==> src/rtl/fc_rx_frame_checker_pkg.sv <==
// Shared FC RX definitions: delimiter words, error/state enums, and the CRC-32 word step.
package fc_rx_frame_checker_pkg;

  localparam logic [31:0] SOFI3  = 32'hBCB5_5656;
  localparam logic [31:0] SOFN3  = 32'hBCB5_3636;
  localparam logic [31:0] SOFI2  = 32'hBCB5_5555;
  localparam logic [31:0] SOFN2  = 32'hBCB5_3535;
  localparam logic [31:0] SOFF   = 32'hBCB5_5858;
  localparam logic [31:0] EOFT_N = 32'hBC95_7575;
  localparam logic [31:0] EOFT_P = 32'hBCB5_7575;
  localparam logic [31:0] EOFN_N = 32'hBC95_D5D5;
  localparam logic [31:0] EOFN_P = 32'hBCB5_D5D5;
  localparam logic [31:0] R_RDY  = 32'hBC95_4A4A;
  localparam logic [31:0] IDLE_P = 32'hBC95_B5B5;

  localparam logic [31:0] CRC_POLY    = 32'h04C1_1DB7;
  localparam logic [31:0] CRC_INIT    = 32'hFFFF_FFFF;
  localparam logic [31:0] CRC_RESIDUE = 32'hC704_DD7B;

  typedef enum logic [2:0] {
    ERR_NONE, ERR_BAD_SOF, ERR_ORPHAN_EOP, ERR_NESTED_SOF,
    ERR_TOO_LONG, ERR_BAD_EOF, ERR_TOO_SHORT, ERR_CRC
  } rx_err_t;

  typedef enum logic [1:0] {ST_IDLE, ST_IN_FRAME, ST_DISCARD} rx_state_t;

  function automatic logic is_sof(logic [31:0] w);
    return w inside {SOFI3, SOFN3, SOFI2, SOFN2, SOFF};
  endfunction

  function automatic logic is_eof(logic [31:0] w);
    return w inside {EOFT_N, EOFT_P, EOFN_N, EOFN_P};
  endfunction

  // Non-reflected CRC-32, word bit 31 (MSB of the first byte) shifted in first.
  function automatic logic [31:0] crc32_word(logic [31:0] crc, logic [31:0] data);
    logic [31:0] c;
    c = crc;
    for (int i = 31; i >= 0; i--) begin
      c = (c[31] ^ data[i]) ? ({c[30:0], 1'b0} ^ CRC_POLY) : {c[30:0], 1'b0};
    end
    return c;
  endfunction

endpackage

==> src/rtl/fc_rx_frame_checker_crc32.sv <==
// fc_crc32: running CRC-32 over one 32-bit word per cycle; init restarts at CRC_INIT.
module fc_crc32
  import fc_rx_frame_checker_pkg::*;
(
  input  logic        clk_i,
  input  logic        reset_i,
  input  logic        init_i,
  input  logic        data_valid_i,
  input  logic [31:0] data_i,
  output logic [31:0] crc_o
);
  logic [31:0] crc_q;

  always_ff @(posedge clk_i) begin
    if (reset_i || init_i) crc_q <= CRC_INIT;
    else if (data_valid_i) crc_q <= crc32_word(crc_q, data_i);
  end

  assign crc_o = crc_q;
endmodule

==> config.mk <==
export PLATFORM = sky130hd
export DESIGN_NAME = fc_crc32
export DESIGN_NICKNAME = d
export VERILOG_FILES = /design/src/rtl/fc_rx_frame_checker_pkg.sv /design/src/rtl/fc_rx_frame_checker_crc32.sv
export SDC_FILE = /design/constraint.sdc
export NUM_CORES = 1
export LEC_CHECK = 0
export ABC_CLOCK_PERIOD_IN_PS = 5600
export CAP_MARGIN = 20
export CORE_MARGIN = 5
export CORE_UTILIZATION = 40
export DETAILED_ROUTE_END_ITERATION = 7
export GPL_TIMING_DRIVEN = 0
export PLACE_DENSITY_LB_ADDON = 0.25
export SLEW_MARGIN = 20
export SYNTH_ARGS = -nofsm -noshare
export SYNTH_HDL_FRONTEND = slang
export SYNTH_SLANG_ARGS = --single-unit
==> constraint.sdc <==
create_clock -name clk_i -period 5.6 [get_ports clk_i]
set_input_delay 1.12 -clock clk_i [delete_from_list [all_inputs] [get_ports clk_i]]
set_output_delay 1.12 -clock clk_i [all_outputs]
set_load 0.03 [all_outputs]
# Word level (Yosys, flattened, before mapping)
# Cells that the tools add are included.
# W data, S select, Z words.
# op_classes
bitwise_logic,64
reduce_logical,1
n_mux,32
# ops
operator,count
$mux W27,32
$not A14 Y14,32
$xor A1 B1 Y1,32
$logic_or A1 B1 Y1,1
# word_totals
register_bits,32
input_bits,36
out_inout_bits,32
word_cells,98

# Logic depth before layout (Yosys ltp)
# Gate-level depths: netlist of run 1.
# depth
depth_word,64
depth_mapped,11

# Least setup slack after synthesis of run 1
# OpenSTA, ideal clock, no wires.
# synth_path
kind,input -> register
start,in data_i[25]
end,reg crc_q[17] (netlist: crc_o[17])
path_stages,11
path_slack_ps,1020
required_ps,5480
t_arrival_ps,4460
n_path_buf,1
path_cell_list,xor2_2 xnor3_2 xnor3_2 xnor3_2 xnor2_4 xnor3_1 buf_6 xnor2_4 xnor3_1 xnor2_1 a211o_1
# synth_between
elab_chain_cells,33
# synth_lines
element,line_no,rtl
from (decl),fc_rx_frame_checker_crc32.sv:9,"input logic [31:0] data_i,"
$xor A1 B1 Y1 (*),fc_rx_frame_checker_pkg.sv:40,"c = (c[31] ^ data[i]) ? ({c[30:0], 1'b0} ^ CRC_POLY) : {c[30:0], 1'b0};"
$mux W27 (*),fc_rx_frame_checker_pkg.sv:40,
$mux W27 / $not A14 Y14 (equally long branches),--,
$mux W27,fc_rx_frame_checker_pkg.sv:40,
$not A14 Y14 (no line) / $mux W27 (equally long branches),--,
$mux W27,fc_rx_frame_checker_pkg.sv:40,
$xor A1 B1 Y1 / $not A14 Y14 (equally long branches),--,
$mux W27,fc_rx_frame_checker_pkg.sv:40,
(+13 left out),--,
$not A14 Y14 (no line),--,
$mux W27,fc_rx_frame_checker_pkg.sv:40,
$not A14 Y14 (no line),--,
$mux W27,fc_rx_frame_checker_pkg.sv:40,
$not A14 Y14 (no line),--,
$mux W27 (4 in series),fc_rx_frame_checker_pkg.sv:40,
$not A14 Y14 (no line),--,
$mux W27 (*) (2 in series),fc_rx_frame_checker_pkg.sv:40,
to (signal assigned),fc_rx_frame_checker_crc32.sv:16,"else if (data_valid_i) crc_q <= crc32_word(crc_q, data_i);"
to (decl),fc_rx_frame_checker_crc32.sv:12,logic [31:0] crc_q;
# Every way passes the cells marked *; elsewhere a longest branch is shown, timed or not.
# A chain may end at the register's enable or synchronous reset.

# Worst setup path after layout of run 1
# layout_path
start,in data_i[25]
end,reg crc_q[13] (netlist: crc_o[13])
# layout_between
elab_chain_cells,32
# layout_lines
element,line_no
$xor A1 B1 Y1 (*),fc_rx_frame_checker_pkg.sv:40
$mux W27 (*),fc_rx_frame_checker_pkg.sv:40
$mux W27 (5 in series),fc_rx_frame_checker_pkg.sv:40
$not A14 Y14 (no line),--
$mux W27,fc_rx_frame_checker_pkg.sv:40
$not A14 Y14 (no line),--
$mux W27 (3 in series),fc_rx_frame_checker_pkg.sv:40
$not A14 Y14 (no line),--
(+8 left out),--
$not A14 Y14 (no line),--
$mux W27 (2 in series),fc_rx_frame_checker_pkg.sv:40
$not A14 Y14 (no line),--
$mux W27,fc_rx_frame_checker_pkg.sv:40
$not A14 Y14 (no line),--
$mux W27,fc_rx_frame_checker_pkg.sv:40
$not A14 Y14 (no line),--
$mux W27 (*) (2 in series),fc_rx_frame_checker_pkg.sv:40
# Marked as above.

==> reports/results.tsv, run 1 <==
stage	metric	value	unit
run_status	run_status	finished clean	
floorplanning	std_cell_rows	38	
detailed_routing	drcViolationCount	0	
worst_setup_path	cp.required	5.75	ns
timing	timing.final.crit_period	5.322	ns
yosys	yosys_warnings	0	
cts	cts_tree	built	
timing	worst_slew_pin_slew	0.8408	ns
worst_setup_path	worst-path-buf-inv	1	
worst_setup_path	critical_path.max_stage_delay	0.58	ns
global_routing	largest_net_degree_at_the_start_of_global_routing	11	
detailed_routing	avgViaCountPerCell	4.837	
worst_setup_path	arrival	5.47	ns
cts	cts_sink_count	32	
cts	postCtsResizedCells	0	
yosys	distinct_cells_synth	27	
worst_setup_path	slowest_stage	sky130_fd_sc_hd__xnor3_2	
placement	numPortBuffers	66	
placement	dp_hpwl	10.06	mm
cts	clk_root_buffer_cell	sky130_fd_sc_hd__clkbuf_8	
job	drv_cap	0	
layout	area_growth_syn_to_layout	20.77	%
layout	antenna_cells	0	
layout	drive_above_1_share	8.120	%
cts	post_cts_hold_buffer_count	0	
cts	maximum_level_of_the_cts_h_tree	2	
global_routing	gr-total-overflow	0	
global_routing	grt_first_pass_wirelength	18.45	mm
yosys	syn_avg_cell_area	11.13	um^2
timing	finalSetupViolations	0	
yosys	mappedNetlistArea	0.004397	mm^2
yosys	postSynthNetCount	431	
global_routing	grt_antenna_before_repair	0	
floorplanning	die_w	114.8	um
worst_setup_path	crit_type	input port to flop	
worst_setup_path	path_cells	clkdlybuf4s50_1, xor2_2, xnor3_2, xnor3_2, xnor2_1, xnor3_1, xor2_2, xor2_1, xor2_1, xnor2_1, o211ai_1	
placement	place.gp.congestion	0.9085	
floorplanning	floorplan.initialDensity	40.74	%
detailed_routing	dr_total_vias	2941	
detailed_routing	drtPass1Iterations	4	
floorplanning	io_pins	68	
global_routing	number_of_global_route_vias_before_repair	3167	
worst_setup_path	path_delay_family	XOR/XNOR gates	
yosys	synth_seq_cells	32	
timing	finalHoldViolations	0	
floorplanning	die_area	0.01319	mm^2
cts	ctsLongestPathBuffers	2	
cts	reg_clk_slew_reported_paths	0.07	ns
cts	numCtsBuffers	5	
detailed_routing	routedWlPerCell	19.94	um
yosys	seq_area_frac_synth	14.57	%
floorplanning	fp.coreArea	0.01079	mm^2
min_path	worstHoldPathType	flop to flop	
layout	nNetsFinal	504	
detailed_routing	antenna_left	0	
detailed_routing	drt-initial-drc-count	117	
floorplanning	die_height	114.8	um
timing	rsz_0062_raised_after_global_routing	false	
worst_setup_path	critPathLaunchType	input port	
timing	period_utilization	95.03	%
worst_setup_path	critPathCaptureType	flop	
detailed_routing	route.final.wire_length	12.13	mm
timing	clock_tree_skew_after_final_layout	0.008486	ns
worst_setup_path	worstPathMaxFanout	5	
yosys	syn-instance-count	395	
global_routing	track_usage	18.92	%
timing	finalSetupTns	0	ns
layout	largest_reg_flops	32	
timing	final-max-slew-violation-count	0	
timing	maxClockFrequency	0.1879	GHz
cts	post_cts.repair.setup_buffers	0	
timing	slew-limit-headroom	43.67	%
cts	insertion_delay	0.29	ns
==> cell usage in the layout (no fill, tap or decap), types with 2 or more instances in the layout <==
master / n
sky130_fd_sc_hd__nor3_1: 4
sky130_fd_sc_hd__clkbuf_8: 5
sky130_fd_sc_hd__xnor2_1: 136
sky130_fd_sc_hd__xor3_1: 9
sky130_fd_sc_hd__o211ai_1: 2
sky130_fd_sc_hd__o21ai_0: 22
sky130_fd_sc_hd__nand2_1: 24
sky130_fd_sc_hd__dfxtp_1: 32
sky130_fd_sc_hd__nor2_1: 29
sky130_fd_sc_hd__mux2i_1: 2
sky130_fd_sc_hd__xor2_1: 48
sky130_fd_sc_hd__clkbuf_1: 7
sky130_fd_sc_hd__o21ai_1: 2
sky130_fd_sc_hd__clkdlybuf4s50_1: 66
sky130_fd_sc_hd__xnor3_2: 7
sky130_fd_sc_hd__a31oi_1: 3
sky130_fd_sc_hd__buf_1: 3
sky130_fd_sc_hd__xnor2_2: 12
sky130_fd_sc_hd__xnor3_1: 37
sky130_fd_sc_hd__xor2_2: 3
sky130_fd_sc_hd__xnor2_4: 6
==> metal layers <==
| metal | vias up | GRT usage (%) | share of wire [%] |
|---|---|---|---|
| met4 | 0 | 5.790 | 2.3 |
| met5 | - | 0 | 0 |
| met1 | 1433 | 25.16 | 44 |
| met3 | 17 | 1.789 | 4.3 |
| li1 | 1426 | - | - |
| met2 | 65 | 32.60 | 49 |
==> worst paths after layout <==
path / from / to / slack [ns] / depth (start not counted)
max: data_i[25] / crc_o[13]$_SDFFE_PP1P_ / 0.28 / 11
min: crc_o[18]$_SDFFE_PP1P_ / crc_o[18]$_SDFFE_PP1P_ / 0.53 / 2
max reg2reg: crc_o[25]$_SDFFE_PP1P_ / crc_o[13]$_SDFFE_PP1P_ / 1.22 / 10
min reg2reg: crc_o[18]$_SDFFE_PP1P_ / crc_o[18]$_SDFFE_PP1P_ / 0.53 / 2
==> worst register-to-register path: stages (launching register included) <==
cell and delay [ns]:
sky130_fd_sc_hd__dfxtp_1 0.38, sky130_fd_sc_hd__xor2_2 0.47, sky130_fd_sc_hd__xnor3_2 0.58, sky130_fd_sc_hd__xnor3_2 0.47, sky130_fd_sc_hd__xnor2_1 0.35, sky130_fd_sc_hd__xnor3_1 0.57
sky130_fd_sc_hd__xor2_2 0.36, sky130_fd_sc_hd__xor2_1 0.43, sky130_fd_sc_hd__xor2_1 0.33, sky130_fd_sc_hd__xnor2_1 0.18, sky130_fd_sc_hd__o211ai_1 0.10
==> area by class of cell <==
class,count,area [um^2]
Buffer,10,45.04
Tap cell,140,175.2
Clock buffer,6,72.57
Timing Repair Buffer,66,660.6
Clock inverter,1,5.005
Fill cell,974,5483
Inverter,1,3.754
Multi-Input combinational cell,352,3707
Sequential cell,32,640.6
==> logic make-up (layout without fill, tap and decap cells) <==
family,after synthesis,count (layout),synth area share (%)
xor+xnor,260,260,74.76
simple gates,60,60,5.407
flops,32,32,14.57
compound gates,30,30,3.700
buf+inv,11,84,1.110
mux,2,2,0.4553
==> synthesized netlist by cell type, drive strengths merged <==
master	instances	area share, %
or2	1	0.14
o21ai	24	2.7
nor2	29	2.5
xor3	10	5.4
xor2	52	11
clkinv	1	0.085
a31oi	3	0.43
a211o	1	0.20
dfxtp	32	15
nand2	24	2.0
o211ai	2	0.34
mux2i	2	0.46
nor3	4	0.46
xnor3	44	23
xnor2	154	35
nor2b	1	0.14
buf	4	0.51
and2	1	0.14
clkbuf	6	0.51
==> through the flow <==
step,hold slack [ns],setup slack [ns],cells,utilization [%],instance area (um^2)
2_1_floorplan,0.6382,1.020,395,-,4397
3_3_place_gp,0.5060,0.04543,601,48.48,5233
3_5_place_dp,0.5120,0.04126,601,48.48,5233
4_1_cts,0.5338,0.3417,608,49.20,5310
5_1_grt,0.5618,0.1653,608,49.20,5310
6_report,0.5315,0.2781,608,49.20,5310
Power of run 1 is left out: the tool's default activity adds up to more than one toggle a clock period on the data nets, which glitch-free logic cannot reach.
==> run 2, diff against run 1 <==
--- a/config.mk
+++ b/config.mk
@@ -5,6 +5,7 @@
 export SDC_FILE = /design/constraint.sdc
 export NUM_CORES = 1
 export LEC_CHECK = 0
+export ABC_AREA = 1
 export ABC_CLOCK_PERIOD_IN_PS = 5600
 export CAP_MARGIN = 20
 export CORE_MARGIN = 5
==> reports/results.tsv, run 2 <==
stage	metric	value	unit	change
run_status	run_status	finished clean		
detailed_routing	drt-initial-drc-count	573		+390%
cts	postCtsResizedCells	0		unchanged
layout	layout_common_cells	501 x sky130_fd_sc_hd__nand2_1, 161 x sky130_fd_sc_hd__nand3_1, 111 x sky130_fd_sc_hd__inv_1		
placement	numPortBuffers	66		unchanged
timing	timing.final.crit_period	4.348	ns	-0.9738 ns
worst_setup_path	arrival	4.52	ns	-0.95 ns
global_routing	track_usage	23.58	%	+4.7 points
floorplanning	die_height	134.2	um	+17%
yosys	yosys.area.top_type_share	30.46	%	+3.4 points
timing	finalSetupViolations	0		unchanged
detailed_routing	drtPass1Iterations	6		+2
global_routing	number_of_global_route_vias_before_repair	6294		+99%
yosys	synth_seq_cells	32		unchanged
worst_setup_path	critPathCaptureType	flop		
yosys	syn-instance-count	1138		+190%
floorplanning	io_pins	68		unchanged
yosys	post_synthesis_compound_gate_area_fraction	4.236	%	+0.54 points
yosys	ys_async_sr_fraction	0	%	unchanged
timing	final-max-slew-violation-count	0		unchanged
timing	maxClockFrequency	0.2300	GHz	+22%
yosys	seq_area_frac_synth	10.38	%	-4.2 points
timing	finalSetupTns	0	ns	unchanged
yosys	synth_top_area_cell	sky130_fd_sc_hd__nand2_1		
detailed_routing	drcViolationCount	0		unchanged
global_routing	gr-total-overflow	0		unchanged
global_routing	largest_net_degree_at_the_start_of_global_routing	12		+1
floorplanning	fp.coreArea	0.01515	mm^2	+40%
job	drv_cap	0		unchanged
worst_setup_path	crit_type	input port to flop		
yosys	synth_top_family_by_area	simple AND/OR/NAND/NOR gates		
yosys	synth_edf_count	0		unchanged
yosys	postSynthNetCount	1174		+170%
yosys	yosys-mux-area-fraction	0	%	-0.46 points
detailed_routing	route.final.wire_length	21.85	mm	+80%
min_path	worstHoldPathType	flop to flop		
cts	cts_tree	built		
cts	reg_clk_slew_reported_paths	0.05	ns	-0.02 ns
timing	worst_slew_pin_slew	0.5453	ns	-0.2955 ns
cts	insertion_delay	0.28	ns	about the same
detailed_routing	antenna_left	0		unchanged
timing	finalHoldViolations	0		unchanged
cts	post_cts.repair.setup_buffers	0		unchanged
detailed_routing	dr_total_vias	7151		+140%
timing	slew-limit-headroom	63.65	%	+20 points
timing	rsz_0062_raised_after_global_routing	false		
yosys	synth_top_cells_by_count	501 x sky130_fd_sc_hd__nand2_1, 161 x sky130_fd_sc_hd__nand3_1, 111 x sky130_fd_sc_hd__inv_1, 95 x sky130_fd_sc_hd__xor2_1, 70 x sky130_fd_sc_hd__nand2_2		
yosys	synthXorXnorAreaFrac	17.23	%	-58 points
worst_setup_path	cp.required	5.77	ns	+0.02 ns
worst_setup_path	worstPathMaxFanout	9		+4
cts	cts_sink_count	32		unchanged
yosys	synthMostInstantiatedCell	sky130_fd_sc_hd__nand2_1		
layout	nNetsFinal	1247		+150%
layout	antenna_cells	0		unchanged
yosys	ranking_of_synthesized_cells_by_area	sky130_fd_sc_hd__nand2_1 30%, sky130_fd_sc_hd__xor2_1 13%, sky130_fd_sc_hd__nand3_1 13%		
timing	period_utilization	77.64	%	-17 points
layout	drive_above_1_share	11.96	%	+3.8 points
yosys	ys_dominant_reg_cell	sky130_fd_sc_hd__dfxtp_1		
detailed_routing	avgViaCountPerCell	5.108		+5.6%
floorplanning	die_area	0.01802	mm^2	+37%
layout	most_common_cell_after_layout_fill_and_taps_aside	sky130_fd_sc_hd__nand2_1		
timing	clock_tree_skew_after_final_layout	0.003204	ns	-0.005282 ns
yosys	yosys_warnings	0		unchanged
yosys	yosys.area_share.simple	58.92	%	+54 points
yosys	mappedNetlistArea	0.006173	mm^2	+40%
cts	clk_root_buffer_cell	sky130_fd_sc_hd__clkbuf_16		
cts	ctsLongestPathBuffers	2		unchanged
yosys	distinct_cells_synth	29		+7.4%
floorplanning	floorplan.initialDensity	40.76	%	about the same
global_routing	grt_first_pass_wirelength	33.71	mm	+83%
layout	largest_reg_flops	32		unchanged
floorplanning	die_w	134.2	um	+17%
worst_setup_path	critPathLaunchType	input port		
detailed_routing	routedWlPerCell	15.61	um	-22%
layout	area_growth_syn_to_layout	17.23	%	
placement	place.gp.congestion	0.9572		+5.4%
cts	maximum_level_of_the_cts_h_tree	2		unchanged
global_routing	grt_antenna_before_repair	0		unchanged
placement	dp_hpwl	18.16	mm	+81%
cts	numCtsBuffers	5		unchanged
floorplanning	std_cell_rows	45		+18%
cts	post_cts_hold_buffer_count	0		unchanged
yosys	syn_avg_cell_area	5.425	um^2	-51%
yosys	synth_fa_ha_area_share	0	%	unchanged
[run 2: area by class of cell]
type	count	area [um^2]
Tap cell	188	235.2
Timing Repair Buffer	66	660.6
Inverter	134	505.5
Clock inverter	3	42.54
Fill cell	1665	7909
Buffer	12	65.06
Sequential cell	32	640.6
Multi-Input combinational cell	960	4962
Clock buffer	5	125.1
[run 2: logic make-up after synthesis]
group,after synthesis
xor+xnor,118
buf+inv,146
simple gates,791
compound gates,51
flops,32
[run 2: worst paths after layout]
path | from | end | slack (ns) | cells after the start
min reg2reg | crc_o[29]$_SDFFE_PP1P_ | crc_o[29]$_SDFFE_PP1P_ | 0.58 | 2
min | crc_o[29]$_SDFFE_PP1P_ | crc_o[29]$_SDFFE_PP1P_ | 0.58 | 2
max | data_i[31] | crc_o[11]$_SDFFE_PP1P_ | 1.25 | 28
max reg2reg | crc_o[28]$_SDFFE_PP1P_ | crc_o[18]$_SDFFE_PP1P_ | 2.16 | 20
[run 2: critical path, cell delays in order]
cell,delay [ns]
sky130_fd_sc_hd__clkdlybuf4s50_1,0.50
sky130_fd_sc_hd__inv_1,0.06
sky130_fd_sc_hd__nand2_1,0.07
sky130_fd_sc_hd__nand2_2,0.17
sky130_fd_sc_hd__nand2_1,0.14
sky130_fd_sc_hd__nand2_2,0.13
sky130_fd_sc_hd__nand2_4,0.13
sky130_fd_sc_hd__nand2_4,0.10
sky130_fd_sc_hd__nand2_1,0.07
sky130_fd_sc_hd__nand3_1,0.11
sky130_fd_sc_hd__nand2_2,0.21
sky130_fd_sc_hd__nand2_1,0.08
sky130_fd_sc_hd__nand2_1,0.18
sky130_fd_sc_hd__nand2_1,0.10
sky130_fd_sc_hd__nand2_2,0.16
sky130_fd_sc_hd__nand2_1,0.13
sky130_fd_sc_hd__nand2_2,0.14
sky130_fd_sc_hd__nand2_1,0.06
sky130_fd_sc_hd__nand2_1,0.09
sky130_fd_sc_hd__inv_1,0.05
sky130_fd_sc_hd__nand2_1,0.06
sky130_fd_sc_hd__nand2_2,0.09
sky130_fd_sc_hd__inv_2,0.15
sky130_fd_sc_hd__nand2_1,0.12
sky130_fd_sc_hd__nand2_2,0.11
sky130_fd_sc_hd__nand3_1,0.07
sky130_fd_sc_hd__nand2_1,0.08
sky130_fd_sc_hd__nand2_1,0.05
[run 2: per-layer routing]
metal	part of all wire, %	GRT usage, %	up-vias
met1	45	32.39	3204
met3	7.1	2.963	38
met5	0	0	-
met2	45	38.94	235
met4	2.9	6.448	0
li1	-	-	3674
[run 2: stage by stage]
stage | hold slack (ns) | cell area [um^2] | setup WS (ns) | cells | utilization (%)
2_1_floorplan | 0.6300 | 6173 | 2.218 | 1138 | -
3_3_place_gp | 0.5483 | 7069 | 1.058 | 1392 | 46.67
3_5_place_dp | 0.5517 | 7069 | 0.9976 | 1392 | 46.67
4_1_cts | 0.5649 | 7237 | 1.280 | 1400 | 47.78
5_1_grt | 0.5885 | 7237 | 0.9781 | 1400 | 47.78
6_report | 0.5752 | 7237 | 1.252 | 1400 | 47.78
Power of run 2 is left out for the same reason.
